$ cat config.mk
export PLATFORM = sky130hd
export DESIGN_NAME = interleaved_fifo_ctrl_flat
export DESIGN_NICKNAME = d
export VERILOG_FILES = /design/src/rtl/interleaved_fifo_ctrl_if.sv /design/src/rtl/interleaved_fifo_ctrl.sv /design/src/flat_wrapper.sv
export SDC_FILE = /design/constraint.sdc
export NUM_CORES = 1
export LEC_CHECK = 0
export ABC_AREA = 1
export CAP_MARGIN = 10
export CORE_MARGIN = 4
export CORE_UTILIZATION = 44
export CTS_BUF_LIST = sky130_fd_sc_hd__clkbuf_8
export DETAILED_ROUTE_END_ITERATION = 10
export PLACE_DENSITY = 0.74
export SLEW_MARGIN = 20
export SYNTH_ARGS = -nofsm -noshare
export SYNTH_HDL_FRONTEND = slang
export SYNTH_SLANG_ARGS = --single-unit
$ cat constraint.sdc
create_clock -name clk -period 3.2 [get_ports clk]
set_input_delay 0.64 -clock clk [delete_from_list [all_inputs] [get_ports clk]]
set_output_delay 0.64 -clock clk [all_outputs]
set_load 0.02 [all_outputs]
$ cat src/rtl/interleaved_fifo_ctrl_if.sv
// Push/pop handshake bundle for interleaved_fifo_ctrl.
// The FIFO uses the slave modport; the producer/consumer side uses master.
interface interleaved_fifo_ctrl_if #(
  parameter int unsigned DATA_WIDTH = 8
) ();
  logic [DATA_WIDTH-1:0] in_data;
  logic                  in_valid;
  logic                  in_ready;
  logic [DATA_WIDTH-1:0] out_data;
  logic                  out_valid;
  logic                  out_ready;

  modport master (
    output in_data, in_valid, out_ready,
    input  in_ready, out_data, out_valid
  );

  modport slave (
    input  in_data, in_valid, out_ready,
    output in_ready, out_data, out_valid
  );
endinterface

$ cat src/rtl/interleaved_fifo_ctrl.sv
// FIFO controller striping entries across two external single-port RAM banks, with a
// 3-entry read-ahead output buffer. Define IFIFO_OVERFLOW_FLAG_EN to add the sticky ovf_err output.
module interleaved_fifo_ctrl #(
  parameter int unsigned DATA_WIDTH = 8,
  parameter int unsigned BANK_DEPTH = 256,
  localparam int unsigned AW = $clog2(BANK_DEPTH),
  localparam int unsigned CW = $clog2(2 * BANK_DEPTH) + 1
) (
  input  logic                  clk,
  input  logic                  rstn,
  interleaved_fifo_ctrl_if.slave bus,
  output logic [DATA_WIDTH-1:0] ram0_din,
  output logic [AW-1:0]         ram0_addr,
  output logic                  ram0_wr_en,
  input  logic [DATA_WIDTH-1:0] ram0_dout,
  output logic [DATA_WIDTH-1:0] ram1_din,
  output logic [AW-1:0]         ram1_addr,
  output logic                  ram1_wr_en,
  input  logic [DATA_WIDTH-1:0] ram1_dout,
  output logic [CW-1:0]         count
`ifdef IFIFO_OVERFLOW_FLAG_EN
  ,
  output logic                  ovf_err
`endif
);

  logic [AW:0]           wr_ptr_q, rd_ptr_q;
  logic [CW-1:0]         count_q;
  logic [1:0]            buf_cnt_q, buf_cnt_d, buf_hd_q, buf_tail;
  logic [DATA_WIDTH-1:0] buf_mem_q [3];
  logic                  v1_q, v2_q, b1_q, b2_q;

  logic                  full, read_issue, in_ready_w, push;
  logic [1:0]            inflight;
  logic [2:0]            tail_sum;
  logic                  buf_empty, out_valid_w, pop, store, deq;
  logic [DATA_WIDTH-1:0] cap_data;

  assign full       = (count_q == CW'(2 * BANK_DEPTH));
  assign inflight   = {1'b0, v1_q} + {1'b0, v2_q};
  assign read_issue = rstn && (count_q != '0) &&
                      (({1'b0, buf_cnt_q} + {1'b0, inflight}) < 3'd3);
  // A bank cannot both write and read in one cycle, so a push yields to a same-bank read.
  assign in_ready_w = rstn && !full && !(read_issue && (rd_ptr_q[0] == wr_ptr_q[0]));
  assign push       = bus.in_valid && in_ready_w;
  assign bus.in_ready = in_ready_w;

  assign ram0_wr_en = push && !wr_ptr_q[0];
  assign ram1_wr_en = push && wr_ptr_q[0];
  assign ram0_addr  = ram0_wr_en ? wr_ptr_q[AW:1] : rd_ptr_q[AW:1];
  assign ram1_addr  = ram1_wr_en ? wr_ptr_q[AW:1] : rd_ptr_q[AW:1];
  assign ram0_din   = bus.in_data;
  assign ram1_din   = bus.in_data;

  // Returning read data bypasses an empty buffer so the head is visible in its capture cycle.
  assign cap_data    = b2_q ? ram1_dout : ram0_dout;
  assign buf_empty   = (buf_cnt_q == 2'd0);
  assign out_valid_w = rstn && (!buf_empty || v2_q);
  assign bus.out_valid = out_valid_w;
  assign bus.out_data  = buf_empty ? cap_data : buf_mem_q[buf_hd_q];
  assign pop   = out_valid_w && bus.out_ready;
  assign store = v2_q && !(buf_empty && pop);
  assign deq   = pop && !buf_empty;

  assign tail_sum = {1'b0, buf_hd_q} + {1'b0, buf_cnt_q};
  assign buf_tail = (tail_sum >= 3'd3) ? 2'(tail_sum - 3'd3) : tail_sum[1:0];

  always_comb begin
    buf_cnt_d = buf_cnt_q;
    if (store && !deq) begin
      buf_cnt_d = buf_cnt_q + 2'd1;
    end else if (!store && deq) begin
      buf_cnt_d = buf_cnt_q - 2'd1;
    end
  end

  always_ff @(posedge clk) begin
    if (!rstn) begin
      wr_ptr_q  <= '0;
      rd_ptr_q  <= '0;
      count_q   <= '0;
      buf_cnt_q <= '0;
      buf_hd_q  <= '0;
      v1_q      <= 1'b0;
      v2_q      <= 1'b0;
      b1_q      <= 1'b0;
      b2_q      <= 1'b0;
    end else begin
      if (push) begin
        wr_ptr_q <= wr_ptr_q + (AW + 1)'(1);
      end
      if (read_issue) begin
        rd_ptr_q <= rd_ptr_q + (AW + 1)'(1);
      end
      case ({push, read_issue})
        2'b10:   count_q <= count_q + CW'(1);
        2'b01:   count_q <= count_q - CW'(1);
        default: count_q <= count_q;
      endcase
      v1_q      <= read_issue;
      b1_q      <= rd_ptr_q[0];
      v2_q      <= v1_q;
      b2_q      <= b1_q;
      buf_cnt_q <= buf_cnt_d;
      if (deq) begin
        buf_hd_q <= (buf_hd_q == 2'd2) ? 2'd0 : buf_hd_q + 2'd1;
      end
    end
  end

  always_ff @(posedge clk) begin
    if (rstn && store) begin
      buf_mem_q[buf_tail] <= cap_data;
    end
  end

  assign count = count_q;

`ifdef IFIFO_OVERFLOW_FLAG_EN
  logic ovf_q;

  always_ff @(posedge clk) begin
    if (!rstn) begin
      ovf_q <= 1'b0;
    end else if (bus.in_valid && full) begin
      ovf_q <= 1'b1;
    end
  end

  assign ovf_err = ovf_q;
`endif

endmodule

$ cat src/flat_wrapper.sv
// flat-port wrapper written by rule: the top's interface ports become plain ports
module interleaved_fifo_ctrl_flat 
#(
  parameter int unsigned DATA_WIDTH = 8,
  parameter int unsigned BANK_DEPTH = 256,
  localparam int unsigned AW = $clog2(BANK_DEPTH),
  localparam int unsigned CW = $clog2(2 * BANK_DEPTH) + 1
)
  (clk, rstn, ram0_din, ram0_addr, ram0_wr_en, ram0_dout, ram1_din, ram1_addr, ram1_wr_en, ram1_dout, count, bus_in_data, bus_in_valid, bus_out_ready, bus_in_ready, bus_out_data, bus_out_valid);
  interleaved_fifo_ctrl_if #(.DATA_WIDTH(DATA_WIDTH)) bus_i ();
  input  logic clk;
  input  logic rstn;
  output logic [DATA_WIDTH-1:0] ram0_din;
  output logic [AW-1:0] ram0_addr;
  output logic ram0_wr_en;
  input  logic [DATA_WIDTH-1:0] ram0_dout;
  output logic [DATA_WIDTH-1:0] ram1_din;
  output logic [AW-1:0] ram1_addr;
  output logic ram1_wr_en;
  input  logic [DATA_WIDTH-1:0] ram1_dout;
  output logic [CW-1:0] count;
  input wire logic [$bits(bus_i.in_data)-1:0] bus_in_data;
  input wire logic [$bits(bus_i.in_valid)-1:0] bus_in_valid;
  input wire logic [$bits(bus_i.out_ready)-1:0] bus_out_ready;
  output wire logic [$bits(bus_i.in_ready)-1:0] bus_in_ready;
  output wire logic [$bits(bus_i.out_data)-1:0] bus_out_data;
  output wire logic [$bits(bus_i.out_valid)-1:0] bus_out_valid;
  assign bus_i.in_data = bus_in_data;
  assign bus_i.in_valid = bus_in_valid;
  assign bus_i.out_ready = bus_out_ready;
  assign bus_in_ready = bus_i.in_ready;
  assign bus_out_data = bus_i.out_data;
  assign bus_out_valid = bus_i.out_valid;
  interleaved_fifo_ctrl #(.DATA_WIDTH(DATA_WIDTH), .BANK_DEPTH(BANK_DEPTH)) u_core (.clk(clk), .rstn(rstn), .bus(bus_i), .ram0_din(ram0_din), .ram0_addr(ram0_addr), .ram0_wr_en(ram0_wr_en), .ram0_dout(ram0_dout), .ram1_din(ram1_din), .ram1_addr(ram1_addr), .ram1_wr_en(ram1_wr_en), .ram1_dout(ram1_dout), .count(count));
endmodule
After elaboration in Yosys (flattened, before gate mapping)
Memory sizes are Yosys's and may differ from the RTL's. A register that Yosys moved wholly into a read port is not among the register bits.
Cells that the tools add are included.
{"block": "op_classes", "n_addsub": 11, "n_mux": 13, "eq_ne": 5, "order_cmp": 2, "n_reduce_logical": 28}
{"op": "$mux W8", "count": 4}
{"op": "$pmux W10 S2", "count": 1}
{"op": "$add A9 B1 Y9 const B", "count": 2}
{"op": "$logic_and A1 B1 Y1", "count": 16}
{"op": "$mux W2", "count": 6}
{"op": "$add A10 B1 Y10 const B", "count": 1}
{"op": "$eq A10 B10 Y1 const B", "count": 1}
{"op": "$reduce_bool A10 Y1", "count": 1}
{"op": "$sub A10 B1 Y10 const B", "count": 1}
{"op": "$logic_not A1 Y1", "count": 7}
{"op": "$add A2 B2 Y3", "count": 2}
{"op": "$add A2 B1 Y2 const B", "count": 2}
{"op": "$eq A2 B2 Y1 const B", "count": 2}
{"op": "$reduce_bool A2 Y1", "count": 2}
{"op": "$ge A3 B2 Y1 const B", "count": 1}
{"op": "$lt A3 B2 Y1 const B", "count": 1}
{"op": "$add A1 B1 Y2", "count": 1}
{"op": "$eq A2 B1 Y1 const B", "count": 1}
{"op": "$logic_not A2 Y1", "count": 1}
{"op": "$mux W1", "count": 2}
{"op": "$sub A2 B1 Y2 const B", "count": 1}
{"op": "$sub A2 B2 Y2 const B", "count": 1}
{"op": "$eq A1 B1 Y1", "count": 1}
{"op": "$logic_or A1 B1 Y1", "count": 1}
{"block": "word_totals", "mem_bits_rw": 24, "elab_cells": 69, "regBits": 36, "n_memories": 1}
{"name": "u_core.buf_mem_q", "words": 3, "word_bits": 8, "rd": 1, "rd_ports_with_merged_regs": 1, "wr": 1, "line": "interleaved_fifo_ctrl.sv:30", "text": "logic [DATA_WIDTH-1:0] buf_mem_q [3];"}

Logic depth before layout (Yosys ltp)
{"block": "depth", "depth_word": 12, "depth_mapped": 18}

Worst setup path after synthesis
Ideal clock, no wire load.
{"block": "synth_path", "path_type": "reg-to-reg", "from": "register u_core.v2_q", "to": "register u_core.count_q[5], in the netlist u_core.count[5]", "n_path_buf": 0, "period_less_slack_ps": 3060, "setup_ps": 109, "slack_ps": 140, "t_arrival_ps": 2951, "required_ps": 3091, "stages_incl_launch_ff": 16, "cell_sequence": "dfxtp_1 fa_1 ha_1 nand2_1 nor3b_4 nand3_2 nand3_4 ha_1 ha_1 nand2_1 nand3_1 a21oi_1 xor2_1 nand2_1 nand2_1 inv_1"}
{"block": "synth_between", "elab_chain_len": 10, "elab_cells_between_ends": 12, "classes_between": "2 x add/sub; 1 x order compare; 2 x eq/ne; 1 x mux; 6 x reduce/logical"}
{"element": "start: declaration", "line": "interleaved_fifo_ctrl.sv:31", "text": "logic v1_q, v2_q, b1_q, b2_q;"}
{"element": "start signal: assignment", "line": "interleaved_fifo_ctrl.sv:102", "text": "v2_q <= v1_q;"}
{"element": "$add A1 B1 Y2 *", "line": "interleaved_fifo_ctrl.sv:40", "text": "assign inflight = {1'b0, v1_q} + {1'b0, v2_q};"}
{"element": "$add A2 B2 Y3 *", "line": "interleaved_fifo_ctrl.sv:42", "text": "(({1'b0, buf_cnt_q} + {1'b0, inflight}) < 3'd3);"}
{"element": "$lt A3 B2 Y1 *", "line": "interleaved_fifo_ctrl.sv:42"}
{"element": "$logic_and A1 B1 Y1 *", "line": "interleaved_fifo_ctrl.sv:41", "text": "assign read_issue = rstn && (count_q != '0) &&"}
{"element": "$logic_and A1 B1 Y1", "line": "interleaved_fifo_ctrl.sv:44", "text": "assign in_ready_w = rstn && !full && !(read_issue && (rd_ptr_q[0] == wr_ptr_q[0]));"}
{"element": "$logic_not A1 Y1", "line": "interleaved_fifo_ctrl.sv:44"}
{"element": "$logic_and A1 B1 Y1", "line": "interleaved_fifo_ctrl.sv:44"}
{"element": "$logic_and A1 B1 Y1", "line": "interleaved_fifo_ctrl.sv:45", "text": "assign push = bus.in_valid && in_ready_w;"}
{"element": "$eq A2 B1 Y1 or $eq A2 B2 Y1 (tied branches)", "line": "interleaved_fifo_ctrl.sv:95", "text": "case ({push, read_issue})"}
{"element": "$pmux W10 S2 or $reduce_bool A2 Y1 (tied branches)"}
{"element": "end signal: assignment", "line": "interleaved_fifo_ctrl.sv:96", "text": "2'b10: count_q <= count_q + CW'(1);"}
{"element": "end signal: assignment", "line": "interleaved_fifo_ctrl.sv:97", "text": "2'b01: count_q <= count_q - CW'(1);"}
{"element": "end signal: assignment", "line": "interleaved_fifo_ctrl.sv:98", "text": "default: count_q <= count_q;"}
{"element": "end: declaration", "line": "interleaved_fifo_ctrl.sv:28", "text": "logic [CW-1:0] count_q;"}
Every way passes the cells marked *; elsewhere a longest branch is shown, timed or not.
A chain may end at the register's enable or synchronous reset.

Final worst setup path
{"block": "layout_path", "from": "register u_core.buf_cnt_q[0]", "to": "output port ram0_addr[2]"}
{"block": "layout_between", "elab_chain_len": 9}
{"element": "start: declaration", "line": "interleaved_fifo_ctrl.sv:29", "text": "logic [1:0] buf_cnt_q, buf_cnt_d, buf_hd_q, buf_tail;"}
{"element": "start signal: assignment", "line": "interleaved_fifo_ctrl.sv:104", "text": "buf_cnt_q <= buf_cnt_d;"}
{"element": "$add A2 B2 Y3", "line": "interleaved_fifo_ctrl.sv:42"}
{"element": "$lt A3 B2 Y1", "line": "interleaved_fifo_ctrl.sv:42"}
{"element": "$logic_and A1 B1 Y1", "line": "interleaved_fifo_ctrl.sv:41"}
{"element": "$logic_and A1 B1 Y1", "line": "interleaved_fifo_ctrl.sv:44"}
{"element": "$logic_not A1 Y1", "line": "interleaved_fifo_ctrl.sv:44"}
{"element": "$logic_and A1 B1 Y1", "line": "interleaved_fifo_ctrl.sv:44"}
{"element": "$logic_and A1 B1 Y1", "line": "interleaved_fifo_ctrl.sv:45"}
{"element": "$logic_and A1 B1 Y1", "line": "interleaved_fifo_ctrl.sv:48", "text": "assign ram0_wr_en = push && !wr_ptr_q[0];"}
{"element": "$mux W8", "line": "interleaved_fifo_ctrl.sv:50", "text": "assign ram0_addr = ram0_wr_en ? wr_ptr_q[AW:1] : rd_ptr_q[AW:1];"}
{"element": "end: declaration", "line": "flat_wrapper.sv:14", "text": "output logic [AW-1:0] ram0_addr;"}
Every way passes these cells.

==> metrics <==
status completed; P_sw 0.00153 W; Layout area overhead 29.5%; Critical Path RT 2.56 ns; Rel. slew slack 0.694; Bufs on Longest Clock Path 2; most frequent cell after synthesis nand2_1; n_diodes 0; first-pass GRT wire length 14700 µm; Post-Layout Inst Area 0.00488 mm²; max incr delay on CP 0.41 ns; Final Cycle Share 0.981; CP most frequent cell buf_6; CTS sink count 62; Top FF cell, synth dfxtp_1; worst hold path type flop to flop; clock slew at reported path FFs 0.07 ns; cell taking the most area after synthesis dfxtp_1; Layout Nets 628; DIE AREA 0.0101 mm²; io pins slightly above 80; core area 0.00826 mm²; die height slightly above 100 µm; layout cells sized above 1 0.174; via count 3425; crit path max fanout 4; register area between 0.001 and 0.0015 mm²; cts hold-fix bufs 0; post-synth top area share 0.202; FP Rows 33; Worst Setup SP u_core.buf_cnt_q[0]; final global-route overflow total 0; Total GRT Usage 0.181; antenna-violating nets left 0; actual slew at the worst max-slew pin 0.459 ns; Filler cells about 730; Initial DRC Count roughly 110; min-delay src u_core.b1_q; die extent in x 101 µm; Final Hold Fails 0; combinational power share 0.521; number of synthesized register bits 62; antenna violations before repair 0; Internal 0.00228 W; port bufs 57; Crit-path slowest cell fa_2; Max-Cap Viols 0; Cells after Synth 504; Reg power frac 0.283; arrival time worst endpoint around 2.5 ns; clk_lat worst skew 0.34 ns; number of global-route vias before repair 3320; final wirelength approximately 8900 µm; DR vias/cell between 4 and 5; Setup WS post-layout ~0.060 ns; synth warn 0; Post-synth top cells nand2_1, inv_1, nor2_1; switching share of power 0.401; Syn Nets 550; critical path type flop to output port; clock skew after layout 0.00698 ns; GP Congestion 0.878; worst vdd ir 0.538 mV; Worst Setup Start Kind flop; Final Slew Violations 0; dpl ws -0.142 ns; Initial Util 0.457; Async S/R FF share, synth 0; number of detailed-route iterations in the first pass 4; Cell Area, Synth about 0.0038 mm²; Pwr Density approximately 780 mW/mm²; WL/cell 12.9 µm; # setup viols final 0; Synth Area per Inst ~7.5 µm²; Post-synth EDFFs 24; count of cell types in the netlist 33; worst-path cell chain fa_2, ha_4, nand2_2, nor3b_4, nand3_4, buf_6, nand4_1, buf_4, buf_6, nand2_1, nand2_1, buf_6; placed cell areas roughly 0.0046 mm²; root buf cell clkbuf_8; top post-synthesis cells by area dfxtp_1, edfxtp_1, nand2_1; Final Critical Period between 3 and 4 ns; Worst setup EP type output port; Reg-to-Reg Start u_core.buf_cnt_q[0]; CTS buffer count 9; Leak Pwr 2.29 nW; achievable frequency between 300 and 400 MHz; largest net degree at the start of global routing 22; proportion of power drawn by the clock network 0.196; multi-input logic area between 0.0015 and 0.002 mm²; Detail Placement HPWL 6480 µm; H-tree depth 3; DRC 0; register area share after synthesis 0.393; CTS tree yes
## power by group through the flow
stage	clock network, W	logic [W]	registers, W
final	0.000745	0.00198	0.00108
after global routing	0.000784	0.00221	0.00110
after CTS	0.000754	0.00195	0.00107
after detailed placement	0	0.00189	0.00109
after global placement	0	0.00184	0.00108
after floorplan	0	0.00113	0.00111
## final timing paths
| kind | end | slack [ns] | depth (start not counted) |
|---|---|---|---|
| setup / recovery | ram0_addr[2] | 0.06 | 12 |
| hold / removal | u_core.b2_q | 0.42 | 2 |
| setup reg to reg | u_core.count[5] | 0.16 | 16 |
| hold reg to reg | u_core.b2_q | 0.42 | 2 |
## critical path, delay by kind of cell, from the launching register on
family        cells  cell delay [ns]
fa+ha+maj         2             0.64
buf+inv           4             0.52
flops             1             0.33
simple gates      6             0.67
## per-layer routing
layer / global-route usage / wire, µm / vias to the layer above
met1: 0.220 / 3900 / 1592
met2: 0.318 / 4560 / 66
li1: - / - / 1761
met3: 0.0284 / 387 / 6
met4: 0.0725 / 71 / 0
met5: 0 / 0 / -
## logic make-up (layout without fill, tap and decap cells)
kind of cell | count (synthesis) | count (layout) | share of synthesized area
adder cells (fa/ha/maj) | 18 | 18 | 0.0657
AND/OR/NAND/NOR | 258 | 258 | 0.302
multiplexers | 8 | 8 | 0.0239
AO/OA/AOI/OAI | 58 | 58 | 0.0820
buffers and inverters | 88 | 171 | 0.105
XOR/XNOR | 12 | 12 | 0.0279
flip-flops | 62 | 62 | 0.393
## per-stage QoR
step,hold slack (ns),util,setup TNS (ns),cells,power [W]
4_1_cts,0.419,0.584,-0.00114,692,0.00377
2_1_floorplan,0.390,-,0,504,0.00225
3_3_place_gp,0.393,0.552,-0.685,671,0.00292
5_1_grt,0.458,0.591,-0.0765,692,0.00409
6_report,0.416,0.591,0,692,0.00381
3_5_place_dp,0.401,0.552,-1.77,671,0.00298
## sequential cells by signal, indices dropped and copies added (netlist names), named ones only
register          flops
u_core.buf_mem_q     24
u_core.count         10
u_core.rd_ptr_q       9
u_core.wr_ptr_q       9
u_core.buf_cnt_q      2
u_core.buf_hd_q       2
u_core.b1_q           1
u_core.b2_q           1
u_core.v1_q           1
u_core.v2_q           1
## timing repair
action                                  CTS  global route
cloned                                    0             0
endpoints found under the setup margin   19            19
gates resized for setup                  59            25
pin swaps                                 3             8
setup buffers                             5             0
## layout by cell type, fill, tap and decap left out, drive strengths merged
cell type | synthesis | final
dlygate4sd2 | 0 | 3
nand4 | 10 | 10
o21bai | 1 | 1
a21o | 2 | 2
inv | 57 | 58
clkdlybuf4s50 | 0 | 38
clkinvlp | 0 | 1
clkdlybuf4s15 | 0 | 8
clkbuf | 9 | 11
nor2 | 56 | 56
xnor2 | 5 | 5
xor2 | 7 | 7
buf | 19 | 44
mux2 | 8 | 8
nor3b | 1 | 1
nand3b | 1 | 1
and2 | 2 | 2
fa | 3 | 3
edfxtp | 24 | 24
nand2 | 151 | 151
bufinv | 0 | 2
a21oi | 22 | 22
ha | 15 | 15
nand3 | 30 | 30
o21ai | 33 | 33
dfxtp | 38 | 38
clkinv | 3 | 6
nor3 | 7 | 7
## area by class of cell
type,count,share of cell area
Multi-Input combinational cell,354,0.397
Inverter,60,0.0461
Clock inverter,7,0.0184
Timing Repair Buffer,95,0.182
Tap cell,105,0.0269
Sequential cell,62,0.304
Clock buffer,9,0.0254
Power figures use the tool's default switching activity.
